==> config.mk <==
export PLATFORM = sky130hd
export DESIGN_NAME = fetch_pc_unit_flat
export DESIGN_NICKNAME = d
export VERILOG_FILES = /design/src/rtl/fetch_pc_if.sv /design/src/rtl/fetch_pc_unit.sv /design/src/flat_wrapper.sv
export SDC_FILE = /design/constraint.sdc
export NUM_CORES = 1
export LEC_CHECK = 0
export CELL_PAD_IN_SITES_DETAIL_PLACEMENT = 1
export CELL_PAD_IN_SITES_GLOBAL_PLACEMENT = 2
export CORE_MARGIN = 10
export CORE_UTILIZATION = 24
export DETAILED_ROUTE_END_ITERATION = 8
export PLACE_DENSITY = 0.79
export RECOVER_POWER = 50
export SLEW_MARGIN = 40
export SYNTH_ARGS = -nofsm -noshare
export SYNTH_HDL_FRONTEND = slang
export SYNTH_SLANG_ARGS = --single-unit
==> constraint.sdc <==
create_clock -name clk -period 3.4 [get_ports clk]
set_clock_uncertainty 0.1 [all_clocks]
set_input_delay 0.68 -clock clk [delete_from_list [all_inputs] [get_ports clk]]
set_output_delay 0.68 -clock clk [all_outputs]
set_load 0.03 [all_outputs]
==> src/rtl/fetch_pc_if.sv <==
// Fetch-stage bus: hazard-unit stalls, predictor/execute redirects going in,
// fetch PC and F/D pipeline state coming out.
interface fetch_pc_if #(
    parameter int DATA_WIDTH = 32,
    parameter int COUNT_W    = 16
);
    // Control and redirect inputs to the fetch unit
    logic                  StallF;
    logic                  StallD;
    logic [DATA_WIDTH-1:0] PCBPU;
    logic                  PCBPUSrc;
    logic                  flushBranch;
    logic                  JumpE;
    logic [DATA_WIDTH-1:0] PCTargetE;

    // Fetch and decode-stage state produced by the fetch unit
    logic [DATA_WIDTH-1:0] PCF;
    logic [DATA_WIDTH-1:0] PCPlus4F;
    logic [DATA_WIDTH-1:0] PCD;
    logic [DATA_WIDTH-1:0] PCPlus4D;
    logic                  PredTakenD;
    logic                  ValidD;
    logic                  FlushE;
    logic [COUNT_W-1:0]    RedirectCount;

    // Core side: hazard unit, predictor and execute stage
    modport master (
        output StallF, StallD, PCBPU, PCBPUSrc, flushBranch, JumpE, PCTargetE,
        input  PCF, PCPlus4F, PCD, PCPlus4D, PredTakenD, ValidD, FlushE, RedirectCount
    );

    // Fetch unit side
    modport slave (
        input  StallF, StallD, PCBPU, PCBPUSrc, flushBranch, JumpE, PCTargetE,
        output PCF, PCPlus4F, PCD, PCPlus4D, PredTakenD, ValidD, FlushE, RedirectCount
    );
endinterface

==> src/rtl/fetch_pc_unit.sv <==
// Fetch-stage PC register, next-PC selection and F/D pipeline register.
// A redirect (predictor mispredict or execute-stage jump) wins over stalls and
// bubbles the decode slot; mispredicts are tallied in a saturating counter.
module fetch_pc_unit #(
    parameter int                    DATA_WIDTH = 32,
    parameter logic [DATA_WIDTH-1:0] RESET_PC   = '0,
    parameter int                    COUNT_W    = 16
) (
    input  logic       clk,
    input  logic       rst,
    fetch_pc_if.slave  bus
);

    typedef enum logic [1:0] {
        S_BOOT,
        S_RUN,
        S_REDIRECT
    } state_t;

    localparam logic [DATA_WIDTH-1:0] PC_STEP    = DATA_WIDTH'(4);
    localparam logic [DATA_WIDTH-1:0] RESET_ALGN = {RESET_PC[DATA_WIDTH-1:2], 2'b00};
    localparam logic [COUNT_W-1:0]    COUNT_MAX  = '1;

    state_t                r_state;
    state_t                w_state_next;
    logic [DATA_WIDTH-1:0] r_pcf;
    logic [DATA_WIDTH-1:0] w_pcf_next;
    logic [DATA_WIDTH-1:0] w_pcplus4f;
    logic [DATA_WIDTH-1:0] r_pcd;
    logic [DATA_WIDTH-1:0] r_pcplus4d;
    logic                  r_pred_taken_d;
    logic                  r_valid_d;
    logic [COUNT_W-1:0]    r_redirect_count;
    logic                  w_redirect;

    // Any redirect source kills younger work; mispredict takes priority for the target.
    assign w_redirect = bus.flushBranch | bus.JumpE;
    // Modulo-2^DATA_WIDTH increment: the top aligned address wraps to zero.
    assign w_pcplus4f = r_pcf + PC_STEP;

    // FSM state register
    // NOTE: sequential state uses non-blocking assignments so every flop samples pre-edge values.
    always_ff @(posedge clk) begin
        if (rst) r_state <= S_BOOT;
        else     r_state <= w_state_next;
    end

    // FSM next state: BOOT lasts one cycle, REDIRECT marks the cycle after a redirect
    // NOTE: every combinational output gets a default first so no path infers a latch.
    always_comb begin
        w_state_next = r_state;
        case (r_state)
            S_BOOT:               w_state_next = S_RUN;
            S_RUN, S_REDIRECT:    w_state_next = w_redirect ? S_REDIRECT : S_RUN;
            default:              w_state_next = S_BOOT;
        endcase
    end

    // Next-PC select: mispredict, jump, stall, predicted-taken, sequential
    always_comb begin
        w_pcf_next = r_pcf;
        if (r_state != S_BOOT) begin
            if (bus.flushBranch)   w_pcf_next = {bus.PCBPU[DATA_WIDTH-1:2], 2'b00};
            else if (bus.JumpE)    w_pcf_next = {bus.PCTargetE[DATA_WIDTH-1:2], 2'b00};
            else if (bus.StallF)   w_pcf_next = r_pcf;
            else if (bus.PCBPUSrc) w_pcf_next = {bus.PCBPU[DATA_WIDTH-1:2], 2'b00};
            else                   w_pcf_next = w_pcplus4f;
        end
    end

    // Fetch PC register
    always_ff @(posedge clk) begin
        if (rst) r_pcf <= RESET_ALGN;
        else     r_pcf <= w_pcf_next;
    end

    // F/D pipeline register: redirect bubbles, stall holds, otherwise load from fetch
    always_ff @(posedge clk) begin
        if (rst || w_redirect) begin
            r_pcd          <= '0;
            r_pcplus4d     <= '0;
            r_pred_taken_d <= 1'b0;
            r_valid_d      <= 1'b0;
        end else if (!bus.StallD && r_state != S_BOOT) begin
            r_pcd          <= r_pcf;
            r_pcplus4d     <= w_pcplus4f;
            r_pred_taken_d <= bus.PCBPUSrc;
            r_valid_d      <= 1'b1;
        end
    end

    // Saturating mispredict counter; execute-stage jumps are not mispredicts
    always_ff @(posedge clk) begin
        if (rst)
            r_redirect_count <= '0;
        else if (bus.flushBranch && r_redirect_count != COUNT_MAX)
            r_redirect_count <= r_redirect_count + COUNT_W'(1);
    end

    assign bus.PCF           = r_pcf;
    assign bus.PCPlus4F      = w_pcplus4f;
    assign bus.PCD           = r_pcd;
    assign bus.PCPlus4D      = r_pcplus4d;
    assign bus.PredTakenD    = r_pred_taken_d;
    assign bus.ValidD        = r_valid_d;
    assign bus.FlushE        = w_redirect;
    assign bus.RedirectCount = r_redirect_count;

endmodule

==> src/flat_wrapper.sv <==
// flat-port wrapper written by rule: the top's interface ports become plain ports
module fetch_pc_unit_flat 
#(
    parameter int                    DATA_WIDTH = 32,
    parameter logic [DATA_WIDTH-1:0] RESET_PC   = '0,
    parameter int                    COUNT_W    = 16
)
  (clk, rst, bus_StallF, bus_StallD, bus_PCBPU, bus_PCBPUSrc, bus_flushBranch, bus_JumpE, bus_PCTargetE, bus_PCF, bus_PCPlus4F, bus_PCD, bus_PCPlus4D, bus_PredTakenD, bus_ValidD, bus_FlushE, bus_RedirectCount);
  fetch_pc_if #(.DATA_WIDTH(DATA_WIDTH), .COUNT_W(COUNT_W)) bus_i ();
  input  logic clk;
  input  logic rst;
  input wire logic [$bits(bus_i.StallF)-1:0] bus_StallF;
  input wire logic [$bits(bus_i.StallD)-1:0] bus_StallD;
  input wire logic [$bits(bus_i.PCBPU)-1:0] bus_PCBPU;
  input wire logic [$bits(bus_i.PCBPUSrc)-1:0] bus_PCBPUSrc;
  input wire logic [$bits(bus_i.flushBranch)-1:0] bus_flushBranch;
  input wire logic [$bits(bus_i.JumpE)-1:0] bus_JumpE;
  input wire logic [$bits(bus_i.PCTargetE)-1:0] bus_PCTargetE;
  output wire logic [$bits(bus_i.PCF)-1:0] bus_PCF;
  output wire logic [$bits(bus_i.PCPlus4F)-1:0] bus_PCPlus4F;
  output wire logic [$bits(bus_i.PCD)-1:0] bus_PCD;
  output wire logic [$bits(bus_i.PCPlus4D)-1:0] bus_PCPlus4D;
  output wire logic [$bits(bus_i.PredTakenD)-1:0] bus_PredTakenD;
  output wire logic [$bits(bus_i.ValidD)-1:0] bus_ValidD;
  output wire logic [$bits(bus_i.FlushE)-1:0] bus_FlushE;
  output wire logic [$bits(bus_i.RedirectCount)-1:0] bus_RedirectCount;
  assign bus_i.StallF = bus_StallF;
  assign bus_i.StallD = bus_StallD;
  assign bus_i.PCBPU = bus_PCBPU;
  assign bus_i.PCBPUSrc = bus_PCBPUSrc;
  assign bus_i.flushBranch = bus_flushBranch;
  assign bus_i.JumpE = bus_JumpE;
  assign bus_i.PCTargetE = bus_PCTargetE;
  assign bus_PCF = bus_i.PCF;
  assign bus_PCPlus4F = bus_i.PCPlus4F;
  assign bus_PCD = bus_i.PCD;
  assign bus_PCPlus4D = bus_i.PCPlus4D;
  assign bus_PredTakenD = bus_i.PredTakenD;
  assign bus_ValidD = bus_i.ValidD;
  assign bus_FlushE = bus_i.FlushE;
  assign bus_RedirectCount = bus_i.RedirectCount;
  fetch_pc_unit #(.DATA_WIDTH(DATA_WIDTH), .RESET_PC(RESET_PC), .COUNT_W(COUNT_W)) u_core (.clk(clk), .rst(rst), .bus(bus_i));
endmodule
After elaboration in Yosys (flattened, before gate mapping) --
Index checks and enable logic that the tools add are counted.
Storage, ports and cells: input port bits 71, bits in registers 116, output and inout port bits 147
Cells by class: reductions and logical operators 8, multiplexer cells 6, bitwise logic cells 1, equal/unequal tests 4, add/sub/neg operators 2
Operators by type and width (number):
- 32-bit two-way mux | 4
- 32-bit by 3-bit adder with 32-bit output, second input constant | 1
- 16-bit by 1-bit adder with 16-bit output, second input constant | 1
- 16-bit != test, second input constant | 1
- 2-bit one-hot mux with 2 select lines | 1
- 3-bit by 1-bit != test with 1-bit output, second input constant | 1
- 2-bit by 1-bit equality test with 1-bit output, second input constant | 1
- 2-bit equality test, second input constant | 1
- 1-bit logical AND | 2
- 2-bit logical NOT | 1
- 2-bit two-way mux | 1
- 2-bit AND reduction | 1
- 2-bit nonzero test | 1
- 2-bit OR reduction | 1
- 1-bit logical NOT | 1
- 1-bit logical OR | 1
- 1-bit bitwise OR | 1

Longest topological paths before layout --
Gate-level depths: netlist of the first run.
word-level depth 5, depth in mapped cells 8, depth with buffers taken out 7

Worst setup path after synthesis of the first run --
No wires, ideal clock.
path kind reg-to-output, start register u_core.r_pcf[6], in the netlist u_core.bus.PCF[6], end output port bus_PCPlus4F[28], data required time 2.620 ns, slack 0.058 ns, data arrival time 2.562 ns, buffers on the path 1, stages on the path, launching flop included 6, cells stage by stage dfxtp_1 > nand4_2 > or4_4 > buf_6 > or4_4 > xnor2_1
On the way: cells in the longest elaborated chain, start to end 1
RTL lines:
- start: declaration | RTL line fetch_pc_unit.sv:26 | logic [DATA_WIDTH-1:0] r_pcf;
- start signal: assignment | RTL line fetch_pc_unit.sv:74 | else r_pcf <= w_pcf_next;
- 32-bit by 3-bit adder with 32-bit output | RTL line fetch_pc_unit.sv:39 | assign w_pcplus4f = r_pcf + PC_STEP;
- end: declaration | RTL line flat_wrapper.sv:20 | output wire logic [$bits(bus_i.PCPlus4F)-1:0] bus_PCPlus4F;
Every way passes these cells.

Final worst setup path of the first run --
start register u_core.r_pcf[2], in the netlist u_core.bus.PCF[2], end output port bus_PCPlus4F[14]
Same word-level chain as after synthesis.

==> run_results.csv, run 1 <==
group,metric,value,unit
run_status,status,"finished clean",
finish,area_delta_synth_final,55.4,%
finish,finalNetCount,1008,
finish,seqCellArea,2200,um^2
floorplanning,fp.dieH,172,um
finish,fin_area,8640,um^2
drt,drtIter0Drc,291,
placed_design,dp_cells,1207,
power,leakage,3.42,nW
power,clockPowerShare,0.276,
drt,wl_per_cell,21.0,um
yosys,synth.distinct_cells,63,
grt,globalRouteOverflowTotal,0,
critical_path,end_kind,"output port",
critical_path,worstRegToRegCells,5,
power,power_switching,1.55,mW
placed_design,place_congestion,0.825,
power,p_per_area,480,nW/um^2
critical_path,path_depth,5,
drt,dr.pass1.iters,5,
placed_design,post-dp-hpwl,20300,um
sta,drv_slew,0,
drt,routed_wl,25700,um
critical_path,cp.arrival,2.52,ns
critical_path,worstPathRequired,2.62,ns
grt,grt_max_degree,49,
clocking,cts.path.max_buffers,2,
yosys,synth-edff-count,0,
clocking,cts_tree,"yes",
finish,multiInputGateArea,3090,um^2
finish,fin_cells,1227,
floorplanning,initial_core_util,0.245,
sta,layout_min_cycle_time,3.30,ns
clocking,cts-root-buf,"clkbuf_16",
floorplanning,die_x,172,um
grt,antenna_found_initial,5,
sta,finalSetupViolations,0,
hold_path,hold_class,"flip-flop to flip-flop",
drt,drc,0,
critical_path,startpoint_type,"flip-flop",
yosys,ys_seq_elements,110,
yosys,ys.warnings.count,0,
grt,grt_pass1_vias,6176,
floorplanning,num_rows,55,
yosys,yosysTopAreaCellShare,0.396,
drt,antenna_left,0,
floorplanning,pin_count,218,
power,total_power,4.15,mW
job,drv_cap,0,
yosys,syn_area,5560,um^2
power,swShare,0.374,
critical_path,critPathTopFamily,"simple AND/OR/NAND/NOR gates",
sta,tns,0,ns
clocking,cts_made_buffers,9,
placed_design,port_buffers,205,
sta,slew_headroom,0.320,
critical_path,cp_max_fo,5,
critical_path,crit_path_top_delay_cell,"dlygate4sd2_1",
yosys,syn_area_per_cell,7.87,um^2
clocking,clock-sinks,110,
critical_path,cp_num_buf_inv,1,
critical_path,crit_type,"flip-flop to output port",
clocking,cts_max_level,3,
yosys,ys_seq_area_frac,0.396,
floorplanning,core-area,22700,um^2
finish,fin_util,0.380,
yosys,syn_inst,706,
power,p_seq_frac,0.353,
floorplanning,dieArea,29600,um^2
power,peakVddDrop,0.000216,V
yosys,synthFlopType,"dfxtp_1",
yosys,async_flop_share,0,
yosys,synth_area_leader_cell,"dfxtp_1",
drt,routed-via-count,6105,
power,p_int,2.60,mW
finish,nFillCells,2716,
sta,worstMarginPinSlew,1.02,ns
critical_path,max_stage_delay,0.49,ns
sta,hold_violations,0,
placed_design,place_area,8280,um^2
clocking,clkLatencyLatePin,0.36,ns
power,pwr-share-comb,0.372,
grt,grt_usage,0.168,
sta,rsz0062_at_grt,"false",
yosys,synth_area_leaders,"dfxtp_1 (40%), nand2_1 (6.8%), nor2_1 (5.1%)",
sta,fmax,303,MHz
clocking,clk_pin_slew_worst_paths,0.08,ns
drt,viasPerCell,4.98,
critical_path,path_cells,"ha_1, and4_1, nand4_1, xnor2_1, dlygate4sd2_1",
hold_path,whs_path_depth,2,
finish,drive_gt1_frac,0.127,
sta,period_share,0.971,
grt,grt_pass1_wl,37800,um
clocking,post_cts_buffers,0,
-- metrics by stage --
stage | setup slack, ns | hold slack, ns
after global placement | 0.293 | 0.341
final | 0.0984 | 0.354
after floorplan | 0.0579 | 0.430
after global routing | 0.0143 | 0.374
after CTS | 0.0140 | 0.358
after detailed placement | 0.251 | 0.346
-- power by group through the flow --
stage          combinational [mW]  sequential (mW)  clock, mW
4_1_cts                      1.56             1.46       1.18
6_report                     1.54             1.46       1.14
3_3_place_gp                 1.55             1.49          0
2_1_floorplan               0.627             1.65          0
3_5_place_dp                 1.56             1.49          0
5_1_grt                      1.65             1.48       1.22
-- flip-flops by register name (all words and copies together), names as in the netlist --
signal                    cells
u_core.bus.PredTakenD         1
u_core.bus.ValidD             1
u_core.bus.PCPlus4D          30
u_core.bus.PCF               30
u_core.r_state                2
u_core.bus.PCD               30
u_core.bus.RedirectCount     16
-- routing by layer --
layer | GRT usage | routed length [um] | vias to the layer above | part of all wire
met5 | 0 | 21 | - | 0.00082
met4 | 0.0506 | 338 | 4 | 0.013
met3 | 0.0508 | 1920 | 25 | 0.075
met2 | 0.260 | 11600 | 182 | 0.45
met1 | 0.219 | 11900 | 2925 | 0.46
li1 | - | - | 2969 | -
-- synth_stat cells, drive strengths merged, types with 8 or more instances --
master / count
and4: 10
and3: 11
nand3: 18
a31oi: 9
o21ai: 32
nor3: 32
xnor2: 19
xor2: 13
or2: 8
o22ai: 9
a21oi: 53
buf: 21
nor4: 9
a211oi: 11
inv: 22
nand4: 13
dfxtp: 110
nor2: 75
clkbuf: 33
nand2: 101
a221oi: 9
o21a: 8
-- placed cells by master, fill, tap and decap left out, types with 5 or more instances in the layout --
cell type / count
conb_1: 8
clkbuf_16: 9
dfxtp_1: 109
dlygate4sd3_1: 62
a31oi_1: 9
o21a_1: 8
nand2b_1: 5
nor4_1: 8
xnor2_1: 17
a211oi_1: 11
o21ai_0: 32
a221oi_1: 9
a221o_1: 6
nand3_1: 18
buf_4: 55
a21oi_1: 52
nand4_1: 11
o31ai_1: 5
buf_12: 12
inv_1: 22
and3_1: 10
xor2_1: 10
or2_2: 8
a31o_2: 5
clkdlybuf4s50_1: 121
o22ai_1: 9
and4_1: 8
and2_1: 5
nand2_1: 100
o221ai_1: 5
nor3_1: 31
nor2_1: 74
-- layout make-up --
class / instances / area share
clock buffer: 11 / 0.0281
multi-input combinational: 526 / 0.357
antenna: 4 / 0.00116
clock inverter: 5 / 0.00768
timing repair buffer: 263 / 0.300
sequential: 110 / 0.255
inverter: 23 / 0.00999
tap: 285 / 0.0413
-- tightest hold or removal path, stage by stage (launching register included) --
cell     delay [ns]
dfxtp_1        0.31
nand2_1        0.05
a21oi_1        0.05
-- cell families after synthesis --
group,Yosys count,share of synthesized area
muxes,1,0.00180
buffers and inverters,77,0.0646
and+or+nand+nor,297,0.256
other,1,0.000675
xor gates and xnor gates,32,0.0504
DFF,110,0.396
AOI/OAI and AO/OA,184,0.221
adders and majority gates,4,0.00901
-- path summary, 6_finish.rpt --
check / startpoint / to / slack (ns)
setup / recovery: u_core.bus.PCF[2] / bus_PCPlus4F[14] / 0.1
hold / removal: u_core.bus.PCD[26] / u_core.bus.PCD[26] / 0.35
setup reg to reg: u_core.bus.PCF[8] / u_core.bus.PCF[28] / 0.79
hold reg to reg: u_core.bus.PCD[26] / u_core.bus.PCD[26] / 0.35
-- timing repair --
action	CTS	global route
setup endpoints to repair	4	11
hold buffers	0	0
gates resized for setup	4	12
pin swaps	0	0
No activity file was read; power rests on OpenSTA's default activity.
==> run 2, diff against run 1 <==
Settings changed: CORE_MARGIN 10 to 2.
==> run 2 against run 1 <==
Die area down 18%. Register-to-register slack worse by 0.02 ns. Wire length shrank 4.9%. Via count rose by 0.16%. Setup slack improved by 0.020 ns. Design area fell by 1.2%. Count of clock-buffer cells in the layout decreased by 2. Total power is 2.6% lower. Cell count decreased by 0.33%. Combinational power is 4% lower. Sequential power hardly changed. Critical endpoint is now bus_PCPlus4F[28].
==> run_results.csv, run 2 (synthesized netlist as in run 1, its figures left out) <==
group,metric,value,unit
finish,fin_util,0.376,
critical_path,worstPathRequired,2.62,ns
grt,grt_max_degree,48,
sta,hold_violations,0,
clocking,clkLatencyLatePin,0.37,ns
power,leakage,3.45,nW
critical_path,crit_top_cell,"or4_4",
hold_path,worstHoldEndpoint,"u_core.bus.PCPlus4D[14]",
sta,period_share,0.965,
sta,worstMarginPinSlew,0.823,ns
grt,met2_usage,0.315,
finish,drive_gt1_frac,0.120,
critical_path,critPathTopFamily,"simple AND/OR/NAND/NOR gates",
clocking,cts_tree,"yes",
sta,finalSetupViolations,0,
critical_path,timing.rr.start,"u_core.bus.PCF[8]",
run_status,status,"finished clean",
hold_path,min_from,"u_core.bus.PCPlus4D[14]",
drt,drtIter0Drc,296,
clocking,cts_max_level,3,
finish,layout_commonest_cell,"dfxtp_1",
finish,nFillCells,2745,
floorplanning,pin_count,218,
drt,drc,0,
critical_path,path_cells,"nand4_2, or4_4, or4_4, xnor2_4, buf_4",
sta,slew_headroom,0.451,
clocking,clk_pin_slew_worst_paths,0.08,ns
sta,layout_min_cycle_time,3.28,ns
drt,routed_wl,24500,um
floorplanning,initial_core_util,0.245,
sta,tns,0,ns
critical_path,cp.arrival,2.50,ns
finish,multiInputGateArea,3080,um^2
critical_path,worstReg2RegEnd,"u_core.bus.PCF[28]",
clocking,cts_made_buffers,9,
grt,grt_util_met1,0.272,
finish,area_delta_synth_final,53.5,%
critical_path,cp_num_buf_inv,1,
floorplanning,dieArea,24400,um^2
critical_path,r2r_slack,0.77,ns
power,p_per_area,474,nW/um^2
grt,grt_pass1_vias,6192,
floorplanning,num_rows,55,
placed_design,place_congestion,0.834,
floorplanning,die_x,156,um
clocking,clock-sinks,110,
placed_design,port_buffers,205,
power,peakVddDrop,0.000231,V
placed_design,post-dp-hpwl,18700,um
drt,dr.pass1.iters,5,
hold_path,hold_class,"flip-flop to flip-flop",
sta,rsz0062_at_grt,"false",
grt,grt_use_met3,0.0519,
job,drv_cap,0,
critical_path,crit_type,"flip-flop to output port",
finish,mostFrequentLayoutCells,"dfxtp_1 (109), clkdlybuf4s50_1 (104), nand2_1 (101)",
floorplanning,fp.dieH,156,um
critical_path,cp_max_fo,10,
drt,viasPerCell,5.00,
critical_path,startpoint_type,"flip-flop",
clocking,cts.hold.buffers_added,0,
grt,antenna_found_initial,5,
critical_path,end_kind,"output port",
sta,drv_slew,0,
grt,globalRouteOverflowTotal,0,
critical_path,max_stage_delay,0.63,ns
clocking,cts.path.max_buffers,2,
grt,grt_usage,0.199,
clocking,cts-root-buf,"clkbuf_16",
sta,fmax,305,MHz
grt,grt_pass1_wl,37000,um
drt,wl_per_cell,20.0,um
power,total_power,4.04,mW
drt,antenna_left,0,
finish,finalNetCount,1006,
critical_path,worstRegToRegCells,5,
critical_path,crit_path_top_delay_cell,"or4_4",
drt,routed-via-count,6115,
floorplanning,core-area,22700,um^2
grt,grt.busiest_layer,"met2",
hold_path,whs_path_depth,2,
finish,seqCellArea,2200,um^2
## run 2: routing by layer
metal | up-vias | wire, um
met5 | - | 13
met4 | 2 | 269
met3 | 17 | 1930
met2 | 217 | 10900
met1 | 2909 | 11300
li1 | 2970 | -
## run 2: how the worst max path moves through the flow
| stage | from | end | slack (ns) | cells after the start |
|---|---|---|---|---|
| 2_1_floorplan | u_core.bus.PCF[6] | bus_PCPlus4F[28] | 0.06 | 5 |
| 3_3_place_gp | u_core.bus.PCF[13] | bus_PCPlus4F[17] | 0.30 | 5 |
| 3_5_place_dp | u_core.bus.PCF[8] | bus_PCPlus4F[22] | 0.29 | 6 |
| 4_1_cts | u_core.bus.PCF[2] | bus_PCPlus4F[12] | 0.03 | 7 |
| 5_1_grt | u_core.bus.PCF[2] | bus_PCPlus4F[10] | 0.005 | 5 |
| 6_report | u_core.bus.PCF[8] | bus_PCPlus4F[28] | 0.12 | 5 |
## run 2: layout make-up
class | count | area share
sequential | 110 | 0.258
clock inverter | 7 | 0.00719
clock buffer | 9 | 0.0264
timing repair buffer | 261 | 0.294
multi-input combinational | 526 | 0.361
inverter | 23 | 0.0101
antenna | 2 | 0.000587
tap | 285 | 0.0418
## run 2: metrics by stage
| stage | cells | worst slack, ns | area (um^2) | hold WS [ns] |
|---|---|---|---|---|
| global route | 1222 | 0.00517 | 8530 | 0.370 |
| floorplan | 713 | 0.0579 | 5580 | 0.430 |
| CTS | 1221 | 0.0267 | 8510 | 0.359 |
| finish | 1223 | 0.119 | 8530 | 0.353 |
| global placement | 1205 | 0.302 | 8220 | 0.342 |
| detailed placement | 1205 | 0.285 | 8220 | 0.348 |
## run 2: what timing repair did
item	CTS	global route
resized for setup	7	10
endpoints found under the setup margin	7	10
setup buffers	0	0
pin swaps	0	1
hold endpoints to repair	0	0
## run 2: power breakdown
group	switching, mW	internal (mW)
registers	0.103	1.37
clock network	0.566	0.516
logic	0.895	0.590
total	1.56	2.48
## run 2: worst min-delay path, cell delays in order (launching register included)
cell and delay, ns:
dfxtp_1 0.31, nand2_1 0.05, a21oi_1 0.05
